==> config.mk <==
export PLATFORM = sky130hd
export DESIGN_NAME = run_ctrl
export DESIGN_NICKNAME = d
export VERILOG_FILES = /design/src/rtl/run_ctrl.sv
export SDC_FILE = /design/constraint.sdc
export NUM_CORES = 1
export LEC_CHECK = 0
export ABC_AREA = 1
export CORE_MARGIN = 3
export CORE_UTILIZATION = 41
export CTS_BUF_LIST = sky130_fd_sc_hd__clkbuf_4 sky130_fd_sc_hd__clkbuf_8 sky130_fd_sc_hd__clkbuf_16
export DETAILED_ROUTE_END_ITERATION = 8
export PLACE_DENSITY = 0.79
export SYNTH_ARGS = -nofsm -noshare
export SYNTH_HDL_FRONTEND = slang
export SYNTH_SLANG_ARGS = --single-unit
==> constraint.sdc <==
create_clock -name clk -period 1.6 [get_ports clk]
set_input_delay 0.4 -clock clk [delete_from_list [all_inputs] [get_ports clk]]
set_output_delay 0.4 -clock clk [all_outputs]
set_load 0.01 [all_outputs]
==> src/rtl/run_ctrl.sv <==
// Run sequencer for the single-cycle core: holds the core in reset, enables it,
// watches for the terminal PC or a watchdog expiry, and reports a level done.
module run_ctrl #(
  parameter int D       = 12,
  parameter int CW      = 16,
  parameter int DONE_PC = 256,
  parameter int MAX_CYC = 16'hFFFF,
  parameter int RST_CYC = 2
) (
  input  logic          clk,
  input  logic          reset,
  input  logic          req,
  input  logic [D-1:0]  prog_ctr,
  output logic          core_rst,
  output logic          core_en,
  output logic          busy,
  output logic          done,
  output logic          timeout,
  output logic [CW-1:0] cycles
);

  localparam int RW = (RST_CYC > 1) ? $clog2(RST_CYC) : 1;
  localparam logic [RW-1:0] RST_LOAD = RW'(RST_CYC - 1);
  localparam logic [D-1:0]  DONE_PC_V = D'(DONE_PC);
  localparam logic [CW-1:0] WD_LAST   = CW'(MAX_CYC - 1);

  typedef enum logic [2:0] {
    S_IDLE,
    S_CLEAR,
    S_RUN,
    S_DRAIN,
    S_DONE
  } state_t;

  state_t        state;
  logic [RW-1:0] rst_cnt;

  // NOTE: all state and outputs update with non-blocking assignments in one
  // clocked block, so every output is a flop and reads of 'cycles' below see
  // the pre-increment value.
  always_ff @(posedge clk or negedge reset) begin
    if (!reset) begin
      state    <= S_IDLE;
      core_rst <= 1'b1;
      core_en  <= 1'b0;
      busy     <= 1'b0;
      done     <= 1'b0;
      timeout  <= 1'b0;
      cycles   <= '0;
      rst_cnt  <= '0;
    end else begin
      case (state)
        S_IDLE: begin
          if (req) begin
            state   <= S_CLEAR;
            busy    <= 1'b1;
            cycles  <= '0;
            timeout <= 1'b0;
            rst_cnt <= RST_LOAD;
          end
        end

        S_CLEAR: begin
          if (!req) begin
            state <= S_IDLE;
            busy  <= 1'b0;
          end else if (rst_cnt == '0) begin
            state    <= S_RUN;
            core_rst <= 1'b0;
            core_en  <= 1'b1;
          end else begin
            rst_cnt <= rst_cnt - 1'b1;
          end
        end

        S_RUN: begin
          // The exit cycle is itself a RUN cycle, so count before deciding.
          if (cycles != '1) cycles <= cycles + 1'b1;
          if (!req) begin
            state    <= S_IDLE;
            core_rst <= 1'b1;
            core_en  <= 1'b0;
            busy     <= 1'b0;
          end else if (prog_ctr == DONE_PC_V) begin
            state   <= S_DRAIN;
            core_en <= 1'b0;
            timeout <= 1'b0;
          end else if (cycles == WD_LAST) begin
            state   <= S_DRAIN;
            core_en <= 1'b0;
            timeout <= 1'b1;
          end
        end

        S_DRAIN: begin
          state <= S_DONE;
          busy  <= 1'b0;
          done  <= 1'b1;
        end

        S_DONE: begin
          if (!req) begin
            state    <= S_IDLE;
            done     <= 1'b0;
            core_rst <= 1'b1;
          end
        end

        default: begin
          state    <= S_IDLE;
          core_rst <= 1'b1;
          core_en  <= 1'b0;
          busy     <= 1'b0;
          done     <= 1'b0;
        end
      endcase
    end
  end

endmodule

-- After elaboration in Yosys (flattened, before gate mapping)
Cells that the tools add are included.
- register bits after elaboration: 25
- latch bits: 0
- bits in writable memories: 0
- memory bits (read-only): 0
- bits of input ports: 15
- output and inout port bits: 21
- word-level logic and storage cells: 81
- memories: 0
- add/subtract/negate cells: 2
- multiply operators: 0
- divide/modulo/power cells: 0
- order comparisons: 0
- equality and inequality tests: 18
- shift operators: 0
- multiplexer cells: 33
- bitwise gates (word level): 4
- reduce and logical (&&, ||, !) cells: 16
- operators by type and width (operator ; number):
    two-way mux 16 bit ; 2
    one-hot mux 16 bit (2 select lines) ; 1
    two-way mux 3 bit ; 7
    adder 16 x 1 -> 16 bit, second input constant ; 1
    equality test 16 bit, second input constant ; 1
    two-way mux 1 bit ; 16
    != test 16 bit, second input constant ; 1
    != test 2 bit, second input constant ; 8
    AND reduction 4 bit ; 4
    one-hot mux 3 bit (5 select lines) ; 1
    equality test 12 x 9 -> 1 bit, second input constant ; 1
    one-hot mux 1 bit (3 select lines) ; 4
    AND reduction 3 bit ; 3
    equality test 3 x 2 -> 1 bit, second input constant ; 2
    != test 3 bit, second input constant ; 2
    OR reduction 2 bit ; 3
    OR reduction 3 bit ; 2
    != test 4 bit, second input constant ; 1
    inverter 1 bit ; 4
    one-hot mux 1 bit (2 select lines) ; 2
    nonzero test 2 bit ; 2
    equality test 3 x 1 -> 1 bit, second input constant ; 1
    equality test 3 bit, second input constant ; 1
    logical NOT 3 bit ; 1
    other kinds (2) ; 2

-- Longest topological paths before layout
Gate-level depths: netlist of run 1.
- word-level depth: 5
- mapped depth: 10
- mapped depth without buffers: 9

-- Worst setup path after synthesis of run 1
No wires, ideal clock.
- path type: register to register
- start point: register cycles[0]
- end point: register cycles[12]
- setup time: 129 ps
- data arrival time: 1460 ps
- required time: 1471 ps
- slack: 11 ps
- stages on the path, launching flop included: 11
- buffers on the path: 1
- period minus slack after synthesis: 1589 ps
- cells stage by stage: dfrtp_1 -> ha_1 -> nand2_1 -> nor2_2 -> nand2_2 -> nor2_1 -> nor2_1 -> nor2_4 -> buf_6 -> nand2_1 -> o21ai_0
- longest elaborated chain between the ends: 3
- elaborated cells on any way between the ends: 6
- classes of those cells: add/sub (1); eq/ne (2); mux (2); reduce/logical (1)
- RTL lines (element ; line ; RTL):
    from (decl) ; 19 ; output logic [CW-1:0] cycles
    from (signal assigned) ; 78 ; if (cycles != '1) cycles <= cycles + 1'b1;
    adder 16 x 1 -> 16 bit / != test 16 bit (equally long branches) ; 78 ;
    two-way mux 16 bit / != test 2 bit (equally long branches) ; -- ;
    one-hot mux 16 bit (2 select lines) / AND reduction 3 bit (equally long branches) ; -- ;
Parallel ways exist; a longest one is shown, timed or not. The select of a mux whose other input is x is not followed.
A chain may end at the register's enable or synchronous reset.

-- Worst setup path after layout of run 1
- start point: register cycles[6]
- end point: output port cycles[6]
No word-level cell between the ends.

==> metrics.txt, run 1 <==
design area=2350 um2; Slew @ Worst Pin=0.366 ns; relative slew slack=0.756; critical path endpoint category=primary output; Area Overhead vs Synth=49.2%; routed length per placed instance=12.0 um; Mapped Cells=221; Post-synth ARST share=1.00; antenna violations before repair=0; Critical Path Start Type=flop; Mapped Nets=238; RSZ-0062 raised after global routing=no; pwr/cell area=1050 nW/um2; critical path data arrival time=1.17 ns; Hold Crit Class=input pin to async pin; IO Count=36; Die Span Y=68.0 um; nets=311; Leakage=1.24 nW; Max Root-Sink Buffers=2; PortBufs=35; Total Routed Length=4080 um; GPL Wtd Cong=0.894; Hold Vio Cnt, Final=0; hold buffers post-CTS=0; total CTS buffers=3; Hold WS=0.473 ns; number of remaining DRC errors=0; post-placement cell area=2180 um2; Final Total Pwr=2.46 mW; Initial DRT Pass Iterations=4; die width=68.0 um; top cell type's share of synthesized area=0.381; Clock transition at path regs=0.09 ns; detailed-placement wirelength estimate=3070 um; CP peak stage delay=0.54 ns; Vias/cell=5.01; largest cells by area after synthesis=dfrtp_1, nand2_1, nor2_1; first-pass GRT wire length=6870 um; maximum VDD drop=784 uV; total gr overflow=0; layout cells sized above 1=0.212; H-tree levels=1; total track usage=0.192; Final ANT Viol Nets=0; synth unique cells=27; worst path bufs/invs=1; CP delay by family, top=buffers and inverters; Die Area=4620 um2; Final min period=1.57 ns; Register-to-Register Setup Slack=0.11 ns; Slowest-stage cell, CP=clkdlybuf4s50_1; Starting Density=0.447; register area share after synthesis=0.398; Antenna Cells=0; core area=3520 um2; number of max-cap violations=0; post-synthesis register bit count=25; setup slack at placement=-0.166 ns; Clock Root Buffer=clkbuf_8; vias in the first global route=1604; post-layout util=0.667; synthesized area per cell=7.13 um2; CTS tree=yes; vias=1698; Critical Path, Cell by Cell=clkdlybuf4s50_1; WP data required=1.20 ns; Synth area leader=dfrtp_1; Setup WS post-layout=0.0344 ns; largest net degree at the start of global routing=26; part of the cycle the worst path needs=0.979; maximum clock rate=639 MHz; Setup-failing EPs final=0; clk_lat worst skew=0.27 ns; Final Max Tran Viols=0; Cell Area, Synth=1580 um2; outcome=finished, final reports clean; crit path kind=flop to primary output; initial DRC count=104; CTS Sinks=25; CP Max Fanout=2; Primary FF master, synth=dfrtp_1; row count=21; yosys warns=0; Clock Skew=0.00471 ns; Post-synth EDFFs=0
## repair_timing
| item | in CTS | in global routing |
|---|---|---|
| endpoints found under the setup margin | 16 | 24 |
| setup buffers | 8 | 1 |
| cloned | 0 | 1 |
| gates resized for setup | 9 | 22 |
| pin swaps | 0 | 7 |
## routing by layer
layer	wire length [um]	up-vias	track usage
met2	2000	56	0.359
li1	-	862	-
met1	1830	776	0.236
met5	0	-	0
met4	15	0	0.0298
met3	227	4	0.0279
## flip-flops by register name, indices dropped and copies added, names as in the netlist
| register | flops |
|---|---|
| busy | 1 |
| core_en | 1 |
| core_rst | 1 |
| cycles | 16 |
| done | 1 |
| rst_cnt | 1 |
| state | 3 |
| timeout | 1 |
## placed cells by master (no fill, tap or decap), drive strengths merged
cell and n:
nand2 56, ha 2, nor3 2, xor2 7, clkbuf 3, clkdlybuf4s50 16, dlymetal6s2s 10, dlygate4sd2 9
o21ai 19, dfrtp 24, nor2 43, o21bai 2, dfstp 1, o22ai 2, inv 24, nand4 6
a21oi 3, o31ai 2, clkinv 1, or2 2, buf 35, nand3 20, nand3b 3, and2 1
## synth_stat cells, types with 3 or more instances
cell type	n
nor2_2	3
nor2_4	3
nand4_1	6
xor2_1	7
nand3b_1	3
dfrtp_1	24
o21ai_1	12
inv_1	22
a21oi_1	3
nand2_1	54
nor2_1	36
o21ai_0	6
nand3_1	20
## final timing paths
path                                            start                      to  cells past startpoint
worst max-delay path            cycles[6]$_DFFE_PN0P_               cycles[6]                      1
worst min-delay path                            reset  cycles[10]$_DFFE_PN0P_                      2
worst max register to register  cycles[1]$_DFFE_PN0P_   cycles[5]$_DFFE_PN0P_                      9
worst min register to register    core_en$_DFFE_PN0P_     core_en$_DFFE_PN0P_                      2
max in group asynchronous                       reset    core_rst$_DFFE_PN1P_                      2
min in group clk                  core_en$_DFFE_PN0P_     core_en$_DFFE_PN0P_                      2
## cells by family after synthesis
kind of cell / after synthesis / share of synthesized area
AND/OR/NAND/NOR: 132 / 0.376
XOR/XNOR: 7 / 0.0389
buffers and inverters: 27 / 0.0723
adder cells (fa/ha/maj): 2 / 0.0159
flip-flops: 25 / 0.398
AO/OA/AOI/OAI: 28 / 0.0993
## through the flow
stage                     setup TNS, ns  std cells
after floorplan                       0        221
after global placement           -0.536        325
after detailed placement          -1.30        325
after CTS                             0        337
after global routing                  0        339
final                                 0        339
## final cells by class
class                      count  area (um2)
clock buffer                   3        41.3
clock inverter                 1        5.00
fill                         310        1170
inverter                      24        90.1
multi-input combinational    170         876
sequential                    25         628
tap                           46        57.6
timing repair buffer          70         652
## power breakdown
| part | internal [mW] | switching, mW | leakage (nW) |
|---|---|---|---|
| combinational | 0.518 | 0.671 | 0.881 |
| clock | 0.174 | 0.211 | 0.0255 |
| sequential | 0.760 | 0.122 | 0.333 |
| total | 1.45 | 1.00 | 1.24 |
Note: power is estimated with default switching activity, not from simulation.
==> run 2: changes to the inputs <==
CTS_CLUSTER_DIAMETER = 40   (was unset)
clock period = 1.25 ns   (was 1.6 ns; I/O delays follow)
==> run 2 against run 1 <==
  * The run now ends with negative setup slack left
  * Worst hold slack worse by 0.085 ns
  * Die area stayed put
  * Final cell count is 13% higher
==> metrics.txt, run 2 (synthesis gave the netlist of run 1 again) <==
outcome=finished with violations; failing checks=negative setup slack; hold buffers post-CTS=0; Reg area=632 um2; relative slew slack=0.822; maximum clock rate=625 MHz; Top cell by count, worst path=nand2_1; CP peak stage delay=0.44 ns; Clock Root Buffer=clkbuf_8; number of remaining DRC errors=0; number of max-cap violations=0; GPL Wtd Cong=0.894; setup slack at placement=-0.446 ns; Vias/cell=5.23; CTS tree=yes; total CTS buffers=3; CP Max Fanout=3; Clock transition at path regs=0.10 ns; initial DRC count=194; crit path kind=flop to flop; CTS Sinks=25; Leakage=1.37 nW; Starting Density=0.447; maximum VDD drop=1660 uV; design area=2870 um2; Critical Path, Cell by Cell=buf_4 > inv_2 > ha_1 > nand2_1 > nor2_2 > nand4_1 > nand2_1 > nand2_1 > nand3_1 > nand2_1; Final Total Pwr=4.28 mW; critical path endpoint category=flop; Setup WS post-layout=-0.349 ns; total gr overflow=0; PortBufs=35; Max Root-Sink Buffers=2; largest net degree at the start of global routing=26; pwr/cell area=1490 nW/um2; worst path bufs/invs=2; nets=356; Die Span Y=68.0 um; Slew @ Worst Pin=0.265 ns; Setup-failing EPs final=25; most common cell after layout, fill and taps aside=buf_4; post-layout util=0.815; antenna violations before repair=0; Slowest-stage cell, CP=dfrtp_2; Hold Crit Class=input pin to async pin; core area=3520 um2; Final Max Tran Viols=0; die width=68.0 um; WP data required=1.43 ns; most frequent cells in the layout=buf_4, nand2_1, nor2_1; routed length per placed instance=14.9 um; H-tree levels=1; area of the multi-input gates=1020 um2; Area Overhead vs Synth=82.2%; vias=2008; total track usage=0.251; first-pass GRT wire length=8850 um; Regs by FF count=cycles x16, state x3; Total Routed Length=5730 um; Final min period=1.60 ns; Initial DRT Pass Iterations=4; vias in the first global route=1984; Final ANT Viol Nets=0; part of the cycle the worst path needs=1.28; Hold WS=0.387 ns; row count=21; layout cells sized above 1=0.470; IO Count=36; post-placement cell area=2460 um2; Top reg by flops=cycles; critical path data arrival time=1.78 ns; Critical Path Start Type=flop; max reg flops=16; Die Area=4620 um2; RSZ-0062 raised after global routing=yes; Clock Skew=0.00726 ns; clk_lat worst skew=0.28 ns; Antenna Cells=0; CP delay by family, top=simple AND/OR/NAND/NOR gates; Layout fillers=220; detailed-placement wirelength estimate=3590 um; Hold Vio Cnt, Final=0
[run 2: cell count changes in the layout (fill, tap and decap cells not counted), sizes merged]
cell,previous run,this run
buf,35,95
clkbuf,3,8
clkdlybuf4s15,0,2
clkdlybuf4s50,16,13
dlygate4sd2,9,0
dlymetal6s2s,10,1
nor2,43,42
[run 2: path summary, 6_finish.rpt]
check                                              to             startpoint  depth (start not counted)  slack [ns]
worst max register to register    timeout$_DFFE_PN0P_  cycles[0]$_DFFE_PN0P_                         10       -0.35
worst min register to register       busy$_DFFE_PN0P_       busy$_DFFE_PN0P_                          2        0.50
max in group asynchronous        core_rst$_DFFE_PN1P_                  reset                          2        0.63
worst min-delay path            cycles[3]$_DFFE_PN0P_                  reset                          2        0.39
worst max-delay path              timeout$_DFFE_PN0P_  cycles[0]$_DFFE_PN0P_                         10       -0.35
min in group clk                     busy$_DFFE_PN0P_       busy$_DFFE_PN0P_                          2        0.50
[run 2: layout make-up]
type,instances,area share
multi-input cells,169,0.355
repair buffers,116,0.355
flip-flops and latches,25,0.220
inverters,24,0.0331
well taps,46,0.0201
clock buffers,3,0.0144
clock inverters,1,0.00174
[run 2: layer usage]
metal / track usage / up-vias / part of all wire
met5: 0 / - / 0
li1: - / 954 / -
met4: 0.0893 / 0 / 0.028
met1: 0.285 / 952 / 0.36
met3: 0.0591 / 19 / 0.058
met2: 0.454 / 83 / 0.55
[run 2: per-stage QoR]
step | cells | TNS, ns
after CTS | 377 | -3.84
after global placement | 359 | -7.00
after floorplan | 221 | -2.69
after global routing | 384 | -7.20
final | 384 | -5.04
after detailed placement | 359 | -8.13
[run 2: what timing repair did]
| item | 4_1_cts | 5_1_grt |
|---|---|---|
| resized for setup | 88 | 66 |
| endpoints found under the setup margin | 43 | 41 |
| pin swaps | 7 | 10 |
| buffers inserted | 14 | 10 |
[run 2: power breakdown]
group / switching [mW] / internal [mW] / total, mW
sequential: 0.168 / 0.982 / 1.15
clock: 0.277 / 0.224 / 0.501
combinational: 1.29 / 1.33 / 2.63
total: 1.74 / 2.54 / 4.28
